File: src/rtl/i2s_tdm_transceiver_if.sv
// Frame-level bus between the I2S/TDM transceiver and the effects datapath.
// The datapath side uses the master modport, the transceiver uses slave.
interface i2s_tdm_transceiver_if #(
  parameter int n_channels = 2,
  parameter int d_width    = 24
) ();
  logic [n_channels*d_width-1:0] tx_data;
  logic                          tx_ready;
  logic [n_channels*d_width-1:0] rx_data;
  logic                          rx_valid;

  modport master (output tx_data, input tx_ready, input rx_data, input rx_valid);
  modport slave  (input tx_data, output tx_ready, output rx_data, output rx_valid);
endinterface

File: src/rtl/i2s_tdm_transceiver.sv
// Full-duplex I2S/TDM master: derives sclk/ws from mclk and exchanges whole frames.
// Optional feature macro: I2S_LOOPBACK_EN adds a loopback input routing sd_tx into the rx path.
module i2s_tdm_transceiver #(
  parameter int mclk_sclk_ratio = 4,
  parameter int sclk_ws_ratio   = 64,
  parameter int d_width         = 24,
  parameter int n_channels      = 2
) (
  input  logic mclk,
  input  logic reset,
  output logic sclk,
  output logic ws,
  output logic sd_tx,
  input  logic sd_rx,
`ifdef I2S_LOOPBACK_EN
  input  logic loopback,
`endif
  i2s_tdm_transceiver_if.slave frame
);

  localparam int half   = mclk_sclk_ratio / 2;
  localparam int slot_w = sclk_ws_ratio / n_channels;
  localparam int fw     = n_channels * d_width;
  localparam int mw     = (half > 1) ? $clog2(half) : 1;
  localparam int bw     = $clog2(sclk_ws_ratio);
  localparam int iw     = $clog2(fw);

  if (mclk_sclk_ratio < 2 || (mclk_sclk_ratio % 2) != 0) begin : g_bad_ratio
    $error("mclk_sclk_ratio must be even and at least 2");
  end
  if (n_channels < 2 || (n_channels % 2) != 0) begin : g_bad_channels
    $error("n_channels must be even and at least 2");
  end
  if ((sclk_ws_ratio % n_channels) != 0 || slot_w < d_width + 1) begin : g_bad_slot
    $error("slot width must divide the frame and hold d_width+1 bits");
  end

  logic [mw-1:0] mclk_cnt;
  logic [bw-1:0] bit_cnt;
  logic [bw-1:0] bit_nxt;
  logic [fw-1:0] tx_buf;
  logic [fw-1:0] rx_buf;
  logic [fw-1:0] rx_data_r;
  logic          sclk_r;
  logic          ws_r;
  logic          sd_tx_r;
  logic          tx_ready_r;
  logic          rx_valid_r;
  logic          load_pending;
  logic          toggle;
  logic          rise;
  logic          fall;
  logic          wrap;
  logic          tx_bit;
  logic          rx_bit;
  logic [iw-1:0] tx_idx;
  int            cur_slot;
  int            cur_pos;
  int            nxt_slot;
  int            nxt_pos;

  always_comb begin
    toggle   = (mclk_cnt == mw'(half - 1));
    rise     = toggle & ~sclk_r;
    fall     = toggle & sclk_r;
    wrap     = fall && (bit_cnt == bw'(sclk_ws_ratio - 1));
    bit_nxt  = (bit_cnt == bw'(sclk_ws_ratio - 1)) ? '0 : bit_cnt + bw'(1);
    cur_slot = int'(bit_cnt) / slot_w;
    cur_pos  = int'(bit_cnt) % slot_w;
    nxt_slot = int'(bit_nxt) / slot_w;
    nxt_pos  = int'(bit_nxt) % slot_w;
    tx_idx   = '0;
    tx_bit   = 1'b0;
    // sd_tx is computed for the bit position that the coming fall event enters
    if (nxt_pos >= 1 && nxt_pos <= d_width) begin
      tx_idx = iw'(nxt_slot * d_width + d_width - nxt_pos);
      tx_bit = tx_buf[tx_idx];
    end
    rx_bit = sd_rx;
`ifdef I2S_LOOPBACK_EN
    if (loopback) rx_bit = sd_tx_r;
`endif
  end

  always_ff @(posedge mclk) begin
    if (reset) begin
      mclk_cnt     <= '0;
      sclk_r       <= 1'b0;
      bit_cnt      <= '0;
      ws_r         <= 1'b0;
      sd_tx_r      <= 1'b0;
      tx_buf       <= '0;
      rx_buf       <= '0;
      rx_data_r    <= '0;
      tx_ready_r   <= 1'b0;
      rx_valid_r   <= 1'b0;
      load_pending <= 1'b1;
    end else begin
      // tx_data is captured at the end of the cycle in which tx_ready is high
      load_pending <= 1'b0;
      tx_ready_r   <= load_pending | wrap;
      rx_valid_r   <= wrap;
      if (tx_ready_r) tx_buf <= frame.tx_data;
      if (wrap) rx_data_r <= rx_buf;

      if (toggle) begin
        mclk_cnt <= '0;
        sclk_r   <= ~sclk_r;
      end else begin
        mclk_cnt <= mclk_cnt + mw'(1);
      end

      if (fall) begin
        bit_cnt <= bit_nxt;
        ws_r    <= (nxt_slot >= n_channels / 2);
        sd_tx_r <= tx_bit;
      end

      for (int k = 0; k < n_channels; k++) begin
        if (rise && cur_pos >= 1 && cur_pos <= d_width && cur_slot == k)
          rx_buf[k*d_width +: d_width] <= {rx_buf[k*d_width +: d_width-1], rx_bit};
      end
    end
  end

  assign sclk           = sclk_r;
  assign ws             = ws_r;
  assign sd_tx          = sd_tx_r;
  assign frame.tx_ready = tx_ready_r;
  assign frame.rx_data  = rx_data_r;
  assign frame.rx_valid = rx_valid_r;

endmodule
File: src/flat_wrapper.sv
// flat-port wrapper written by rule: the top's interface ports become plain ports
module i2s_tdm_transceiver_flat 
#(
  parameter int mclk_sclk_ratio = 4,
  parameter int sclk_ws_ratio   = 64,
  parameter int d_width         = 24,
  parameter int n_channels      = 2
)
  (mclk, reset, sclk, ws, sd_tx, sd_rx, frame_tx_data, frame_tx_ready, frame_rx_data, frame_rx_valid);
  i2s_tdm_transceiver_if #(.n_channels(n_channels), .d_width(d_width)) frame_i ();
  input  logic mclk;
  input  logic reset;
  output logic sclk;
  output logic ws;
  output logic sd_tx;
  input  logic sd_rx;
  input wire logic [$bits(frame_i.tx_data)-1:0] frame_tx_data;
  output wire logic [$bits(frame_i.tx_ready)-1:0] frame_tx_ready;
  output wire logic [$bits(frame_i.rx_data)-1:0] frame_rx_data;
  output wire logic [$bits(frame_i.rx_valid)-1:0] frame_rx_valid;
  assign frame_i.tx_data = frame_tx_data;
  assign frame_tx_ready = frame_i.tx_ready;
  assign frame_rx_data = frame_i.rx_data;
  assign frame_rx_valid = frame_i.rx_valid;
  i2s_tdm_transceiver #(.mclk_sclk_ratio(mclk_sclk_ratio), .sclk_ws_ratio(sclk_ws_ratio), .d_width(d_width), .n_channels(n_channels)) u_core (.mclk(mclk), .reset(reset), .sclk(sclk), .ws(ws), .sd_tx(sd_tx), .sd_rx(sd_rx), .frame(frame_i));
endmodule
File: config.mk
export PLATFORM = sky130hd
export DESIGN_NAME = i2s_tdm_transceiver_flat
export DESIGN_NICKNAME = d
export VERILOG_FILES = /design/src/rtl/i2s_tdm_transceiver_if.sv /design/src/rtl/i2s_tdm_transceiver.sv /design/src/flat_wrapper.sv
export SDC_FILE = /design/constraint.sdc
export NUM_CORES = 1
export LEC_CHECK = 0
export CORE_MARGIN = 5
export CORE_UTILIZATION = 55
export CTS_CLUSTER_SIZE = 25
export DETAILED_ROUTE_END_ITERATION = 12
export PLACE_DENSITY = 0.85
export SYNTH_ARGS = -nofsm -noshare
export SYNTH_HDL_FRONTEND = slang
export SYNTH_SLANG_ARGS = --single-unit
File: constraint.sdc
create_clock -name mclk -period 5.9 [get_ports mclk]
set_clock_uncertainty 0.15 [all_clocks]
set_input_delay 0.885 -clock mclk [delete_from_list [all_inputs] [get_ports mclk]]
set_output_delay 0.885 -clock mclk [all_outputs]
set_load 0.005 [all_outputs]
## Word level (Yosys, flattened, before mapping)

Cells that the tools add are included.

- Output and inout bits: 53
- Word-level logic and storage cells: 41
- ROM bits: 0
- Latch bits: 0
- Register bits after elaboration: 157
- Input port bits: 51
- RAM bits: 0
- Memories: 0

- Order comparisons: 6
- Shift operators: 0
- Divide/modulo/power cells: 0
- Add/subtract/negate cells: 4
- Bitwise logic cells: 4
- Equal/unequal tests: 1
- Reductions and logical operators: 8
- Mux-type cells: 5
- $mul: 1

Operators with widths:

| kind | number |
|---|---|
| $logic_not A32 Y1 | 1 |
| $ge A5 B1 Y1 const B | 2 |
| $le A5 B5 Y1 const B | 2 |
| $lt A6 B7 Y1 const B | 1 |
| $add A6 B1 Y6 const B | 1 |
| $add A6 B6 Y6 const B | 1 |
| $bmux W1 S6 | 1 |
| $eq A6 B6 Y1 const B | 1 |
| $logic_and A1 B1 Y1 | 6 |
| $mux W6 | 1 |
| $sub A6 B6 Y6 | 1 |
| $mul A1 B2 Y3 const B | 1 |
| $mux W1 | 3 |
| $and A1 B1 Y1 | 2 |
| $reduce_or A2 Y1 | 1 |
| $add A1 B1 Y1 const B | 1 |
| $ge A1 B1 Y1 const B | 1 |
| $not A1 Y1 | 1 |
| $or A1 B1 Y1 | 1 |

## Logic depth before layout (Yosys ltp)

Gate-level depths: netlist of run 1.

- Depth after elaboration: 8
- Depth in mapped cells: 15
- Gate-level depth less buffers: 14

## Worst setup path before layout of run 1

OpenSTA, ideal clock, no wires.

- Kind: register -> register
- Start point: register u_core.bit_cnt[0]
- End point: register u_core.sd_tx_r, in the netlist u_core.sd_tx
- Cell stages (with the launch flop): 14
- Setup slack: 2.965 ns
- Clock period less this slack: 2.935 ns
- Arrival: 2.650 ns
- Library setup time: 0.135 ns
- Cell sequence: dfxtp_1 ha_1 buf_6 nand4_2 nand3_1 and2_4 inv_1 ha_1 xor2_1 or3_1 a311oi_1 nand4_1 o211ai_1 a32oi_1

RTL lines:

| item | line | RTL |
|---|---|---|
| start, declared | i2s_tdm_transceiver.sv:39 | `logic [bw-1:0] bit_cnt;` |
| start signal, assigned | i2s_tdm_transceiver.sv:114 | `bit_cnt <= bit_nxt;` |
| $add A6 B1 Y6 or $eq A6 B6 Y1 (tied branches) | i2s_tdm_transceiver.sv:67 | `bit_nxt = (bit_cnt == bw'(sclk_ws_ratio - 1)) ? '0 : bit_cnt + bw'(1);` |
| $mux W6 * | i2s_tdm_transceiver.sv:67 |  |
| net u_core.bit_nxt[3] | i2s_tdm_transceiver.sv:40 | `logic [bw-1:0] bit_nxt;` |
| $sub A6 B6 Y6 | i2s_tdm_transceiver.sv:76 | `tx_idx = iw'(nxt_slot * d_width + d_width - nxt_pos);` |
| $bmux W1 S6 | i2s_tdm_transceiver.sv:77 | `tx_bit = tx_buf[tx_idx];` |
| $mux W1 (not written as such) | i2s_tdm_transceiver.sv:77 |  |
| $mux W1 * | i2s_tdm_transceiver.sv:75 | `if (nxt_pos >= 1 && nxt_pos <= d_width) begin` |
| end signal, assigned | i2s_tdm_transceiver.sv:116 | `sd_tx_r <= tx_bit;` |
| end, declared | i2s_tdm_transceiver.sv:46 | `logic sd_tx_r;` |

Mark *: on every way through the listed nets, which the timed path passes. The rest lies on a longest branch. The select of a mux whose other input is x is not followed.
A chain may end at the register's enable or synchronous reset.

## Worst setup path in the final report of run 1

Same ends and word-level chain as after synthesis.

==> results.txt, run 1 <==
outcome -> completed
yosys warns -> 0
Area contributors post-synth -> dfxtp_1 48%, mux2i_1 16%, nand2_1 7.3%
Critical Path Max Stage Delay -> 730 ps
Ports -> 104
top_reg_cell synth -> dfxtp_1
CP max-delay cell -> dfxtp_1
Num CTS Buffers -> 17
Synth Cell Area -> 6523 um^2
drt first pass iters -> 5
Slew Viols, Final -> 0
Fill cells -> 857
crit start category -> flop
Area Growth Syn to Fin -> 23.77%
syn avg cell area -> 8.997 um^2
Reg2Reg Setup Slack -> 2150 ps
Setup Buffers After CTS -> 0
Post-synth EDFFs -> 0
number of cell rows -> 39
Worst EP required -> 6090 ps
Syn Nets -> 783
PostCTS Resize Cnt -> 0
Critical Path Fanout Max -> 18
drt total wl -> 14.70 mm
Final Util -> 0.7010
gpl congestion -> 0.8577
Reg clk slew, reported paths -> 60 ps
placed insts -> 923
Min-Delay Endpoint -> u_core.frame.tx_ready
die area -> 14140 um^2
unrepaired setup endpoints after global routing -> false
# diodes -> 0
iteration-0 DRC count of the detailed router -> 431
global-route wire length before repair -> 25.10 mm
Yosys reg bits -> 156
hold path start -> u_core.load_pending
Pleak -> 0.003077 uW
H-tree levels -> 4
ratio of cells with drive above 1 in the final layout -> 0.06527
GRT Overall Usage -> 0.2135
TritonCTS clock tree -> done
P per Cell Area -> 289.8 nW/um^2
element type at the critical path end -> flop
Port-buffer cells -> 103
asr flop ratio synth -> 0
final setup TNS -> 0 ps
worst hold path depth -> 2
total power draw -> 2339 uW
Die W -> 118.9 um
Max-Cap Viols -> 0
most common cell in the netlist -> dfxtp_1
final worst path period need -> 3752 ps
largest net degree at the start of global routing -> 114
Synth Instances -> 725
vias in the first global route -> 5317
CP Class -> flop to flop
Most Frequent Cell on Critical Path -> ha_1
chip height -> 118.9 um
Setup-failing EPs final -> 0
actual slew at the worst max-slew pin -> 1302 ps
Max Fclk -> 266.5 MHz
root buffer cell -> clkbuf_16
core footprint -> 11520 um^2
CP arrival -> 3940 ps
Synth top cells by count -> 156 x dfxtp_1, 126 x nand2_1, 111 x nor2_1
Max VDD drop -> 0.2035 mV
Initial Utilization -> 0.5664
Reg-to-Reg Start -> u_core.bit_cnt[0]
critical path cell sequence -> ha_1 -> nand4_2 -> nand3_1 -> and2_4 -> inv_1 -> ha_1 -> nand3b_1 -> xor2_1 -> o311ai_0 -> a2111oi_0 -> a31oi_1 -> a32oi_1
Yosys top cell area share -> 0.4788
Hold Path Class -> flop to flop
final-stage net count -> 857
Slew headroom -> 0.1318
post-synthesis sequential area ratio -> 0.4788
Register-to-Register Path Depth -> 12
clk buf depth -> 2
vias per cell -> 5.513
DRC violation count after routing -> 0
reg2reg end -> u_core.sd_tx
Routed Antenna Nets -> 0
clk sinks -> 156
Post-Route Hold Slack -> 296.4 ps
WL per Instance -> 15.39 um
antenna violations before repair -> 0
Final period util -> 0.6359
GRT overflow -> 0
distinct cell type count after synthesis -> 50
Hold Violations, Final -> 0
hpwl dp -> 9.988 mm
CTS Hold Bufs -> 0
top cell type by total area after synthesis -> dfxtp_1
vias post-DR -> 5265
Cell Count, Final, Fillers Out -> 955
clk_lat worst skew -> 420 ps
cell type report:
cell class              instances  area, um^2  share of cell area
clock buffers                  19       442.9             0.05487
clock inverters                13       158.9             0.01968
inverters                       7       26.28            0.003255
multi-input cells             510        3083              0.3819
flip-flops and latches        156        3124              0.3870
well taps                     143       178.9             0.02216
repair buffers                107        1059              0.1311
per-layer routing:
layer  routed length (um)  global-route usage  share of wire  up-vias
met1                 6386              0.2617           0.43     2473
li1                     -                   -              -     2602
met4                  249             0.08689          0.017        0
met5                    0                   0              0        -
met2                 7235              0.3613           0.49      170
met3                  823             0.05213          0.056       20
state kept, by name, summed over array words and instances, names as in the netlist:
register and count:
u_core.rx_buf 48, u_core.frame.rx_data 48, u_core.mclk_cnt 1, u_core.frame.rx_valid 1
u_core.sd_tx 1, u_core.sclk 1, u_core.ws 1, u_core.bit_cnt 5
u_core.load_pending 1, u_core.frame.tx_ready 1, u_core.tx_buf 48
report_power, final:
group | switching [uW] | internal [uW]
combinational | 74.1 | 78.3
clock | 449 | 646
sequential | 18.8 | 1070
total | 542 | 1800
logic make-up after synthesis:
kind of cell,count (synthesis),share of synthesized area
and+or+nand+nor,292,0.1897
DFF,156,0.4788
muxes,110,0.1730
AOI/OAI and AO/OA,93,0.08498
buffers and inverters,59,0.04930
xor gates and xnor gates,8,0.01074
adders and majority gates,7,0.01343
per-stage QoR:
stage	worst slack, ps	cell area (um^2)
global route	1705	8073
finish	2148	8073
floorplan	2965	6523
detailed placement	2198	7471
CTS	2171	8073
global placement	2298	7471
critical path: cells and delay by family (launching register included):
family / cells / cell delay [ps]
DFF: 1 / 730
and+or+nand+nor: 4 / 830
buffers and inverters: 1 / 40
xor gates and xnor gates: 1 / 240
adders and majority gates: 2 / 840
AOI/OAI and AO/OA: 4 / 840
worst max-delay path by stage:
stage	slack, ps	cells after the start	from	to
floorplan	2970	13	u_core.bit_cnt[0]	u_core.sd_tx
global placement	2300	12	u_core.bit_cnt[0]	u_core.sd_tx
detailed placement	2200	12	u_core.bit_cnt[0]	u_core.sd_tx
CTS	2170	12	u_core.bit_cnt[0]	u_core.sd_tx
global route	1710	12	u_core.bit_cnt[0]	u_core.sd_tx
finish	2150	12	u_core.bit_cnt[0]	u_core.sd_tx
cell usage in the layout (no fill, tap or decap), drive strengths merged, types with 2 or more instances in the layout:
cell type / n
a211oi: 4
a21o: 2
a21oi: 59
a31oi: 4
and2: 3
and2b: 2
buf: 5
bufinv: 2
clkbuf: 19
clkdlybuf4s50: 102
clkinv: 3
clkinvlp: 3
dfxtp: 156
ha: 7
inv: 12
mux2: 2
mux2i: 106
mux4: 2
nand2: 126
nand2b: 2
nand3: 20
nand3b: 5
nand4: 4
nor2: 111
nor2b: 3
nor4: 3
o211ai: 2
o21ai: 8
o22ai: 3
o311ai: 2
or2: 5
or3: 3
xnor2: 5
xor2: 3
(Power assumes the default switching activity.)
==> inputs of run 2 (changes only) <==
- CORE_UTILIZATION: 55 -> 48
- PLACE_DENSITY: 0.85 -> 0.79
- clock period: 5.9 -> 3.1 ns (I/O delays scaled with it)
==> run 2 against run 1 <==
Non-clock buffer count rose by 15. Fmax rose by 26%. Core utilization fell by 8.2 points. Combinational power rose by 100%. Setup slack got worse by 2000 ps. Cell count rose by 5.0%. Wire length fell by 5.1%. Global-route usage fell by 4.3 points. Register-to-register slack got worse by 2000 ps. Largest cell class unchanged. Largest power group is now registers. Highest routed layer unchanged.
==> results.txt, run 2 (synthesis gave the netlist of run 1 again) <==
final worst path period need -> 2978 ps
drt total wl -> 13.95 mm
P per Cell Area -> 519.0 nW/um^2
Initial Utilization -> 0.4906
# diodes -> 0
outcome -> completed
CP top delay family -> compound AO/OA/AOI/OAI gates
Worst EP required -> 3270 ps
Die W -> 126.6 um
vias post-DR -> 5163
Final Util -> 0.6193
drt first pass iters -> 5
Hold Path Class -> primary input to flop
met3 global-route usage -> 0.03909
CTS Hold Bufs -> 0
Top Usage Layer GRT -> met2
number of cell rows -> 42
core footprint -> 13300 um^2
Post-Route Hold Slack -> 276.0 ps
actual slew at the worst max-slew pin -> 578.5 ps
Routed Antenna Nets -> 0
chip height -> 126.6 um
clk sinks -> 156
clk_lat worst skew -> 410 ps
Hold Violations, Final -> 0
Max Fclk -> 335.8 MHz
met1 GRT Util -> 0.2243
WL per Instance -> 13.91 um
Critical Path Max Stage Delay -> 390 ps
CP max-delay cell -> a2111oi_2
largest net degree at the start of global routing -> 119
Ports -> 104
ratio of cells with drive above 1 in the final layout -> 0.09553
Max VDD drop -> 0.3541 mV
cell area after layout -> 8234 um^2
critical path cell sequence -> nand3_1 -> or2_2 -> and2_4 -> inv_1 -> ha_1 -> nand3b_1 -> xor2_1 -> o311ai_1 -> a2111oi_2 -> a31oi_1 -> a32oi_1
Reg clk slew, reported paths -> 60 ps
Max-Cap Viols -> 0
antenna violations before repair -> 0
Port-buffer cells -> 103
Setup-failing EPs final -> 0
Pleak -> 0.003135 uW
Num CTS Buffers -> 17
Placed Area -> 7631 um^2
GRT overflow -> 0
iteration-0 DRC count of the detailed router -> 309
crit start category -> flop
met2 usage -> 0.2749
GRT Overall Usage -> 0.1702
leading cell types in the layout, fill and taps excluded -> 151 x dfxtp_1, 126 x nand2_1, 111 x nor2_1
Slew headroom -> 0.6144
Area Growth Syn to Fin -> 26.24%
final-stage net count -> 872
global-route wire length before repair -> 22.74 mm
vias in the first global route -> 4815
most common cell after layout, fill and taps aside -> dfxtp_1
hpwl dp -> 9.362 mm
clk buf depth -> 2
DRC violation count after routing -> 0
Critical Path Fanout Max -> 6
Final period util -> 0.9607
root buffer cell -> clkbuf_16
Slew Viols, Final -> 0
element type at the critical path end -> flop
gpl congestion -> 0.9085
die area -> 16020 um^2
H-tree levels -> 4
TritonCTS clock tree -> done
vias per cell -> 5.148
CP arrival -> 3150 ps
CP Class -> flop to flop
Worst Path Buf+Inv -> 1
==> run 2: layer usage <==
metal | routed length (um) | vias up
met5 | 0 | -
met4 | 155 | 0
met3 | 638 | 12
met2 | 6576 | 110
met1 | 6580 | 2413
li1 | - | 2628
==> run 2: where the power goes <==
part / total (uW) / switching [uW] / internal [uW]
logic: 306 / 146 / 159
registers: 2080 / 34.7 / 2040
clock network: 1890 / 852 / 1040
total: 4270 / 1030 / 3240
==> run 2: timing repair <==
item                       in CTS  in global routing
pin swaps                       0                  4
resized for setup               1                 13
setup endpoints to repair       1                  1
setup buffers                   0                  1
==> run 2: per-stage QoR <==
step / std cells / TNS (ps) / setup slack (ps) / power (uW)
floorplan: 725 / 0 / 165.4 / 2301
global placement: 970 / 0 / 123.1 / 2413
detailed placement: 970 / 0 / 24.86 / 2418
CTS: 1002 / 0 / 30.50 / 4304
global route: 1003 / -0.09437 / -0.09437 / 4424
finish: 1003 / 0 / 122.0 / 4274
==> run 2: path summary, 6_finish.rpt <==
kind,start,endpoint,slack (ps),cells past startpoint
setup reg to reg,u_core.bit_cnt[1],u_core.sd_tx,120,11
hold / removal,reset,u_core.load_pending,280,1
hold reg to reg,u_core.load_pending,u_core.frame.tx_ready,290,2
setup / recovery,u_core.bit_cnt[1],u_core.sd_tx,120,11
==> run 2: layout make-up <==
cell class,count,area [um^2]
timing repair buffer,122,1184
clock inverter,14,112.6
inverter,7,26.28
multi-input combinational,510,3131
fill,1136,5061
clock buffer,18,429.2
sequential,156,3132
tap,176,220.2
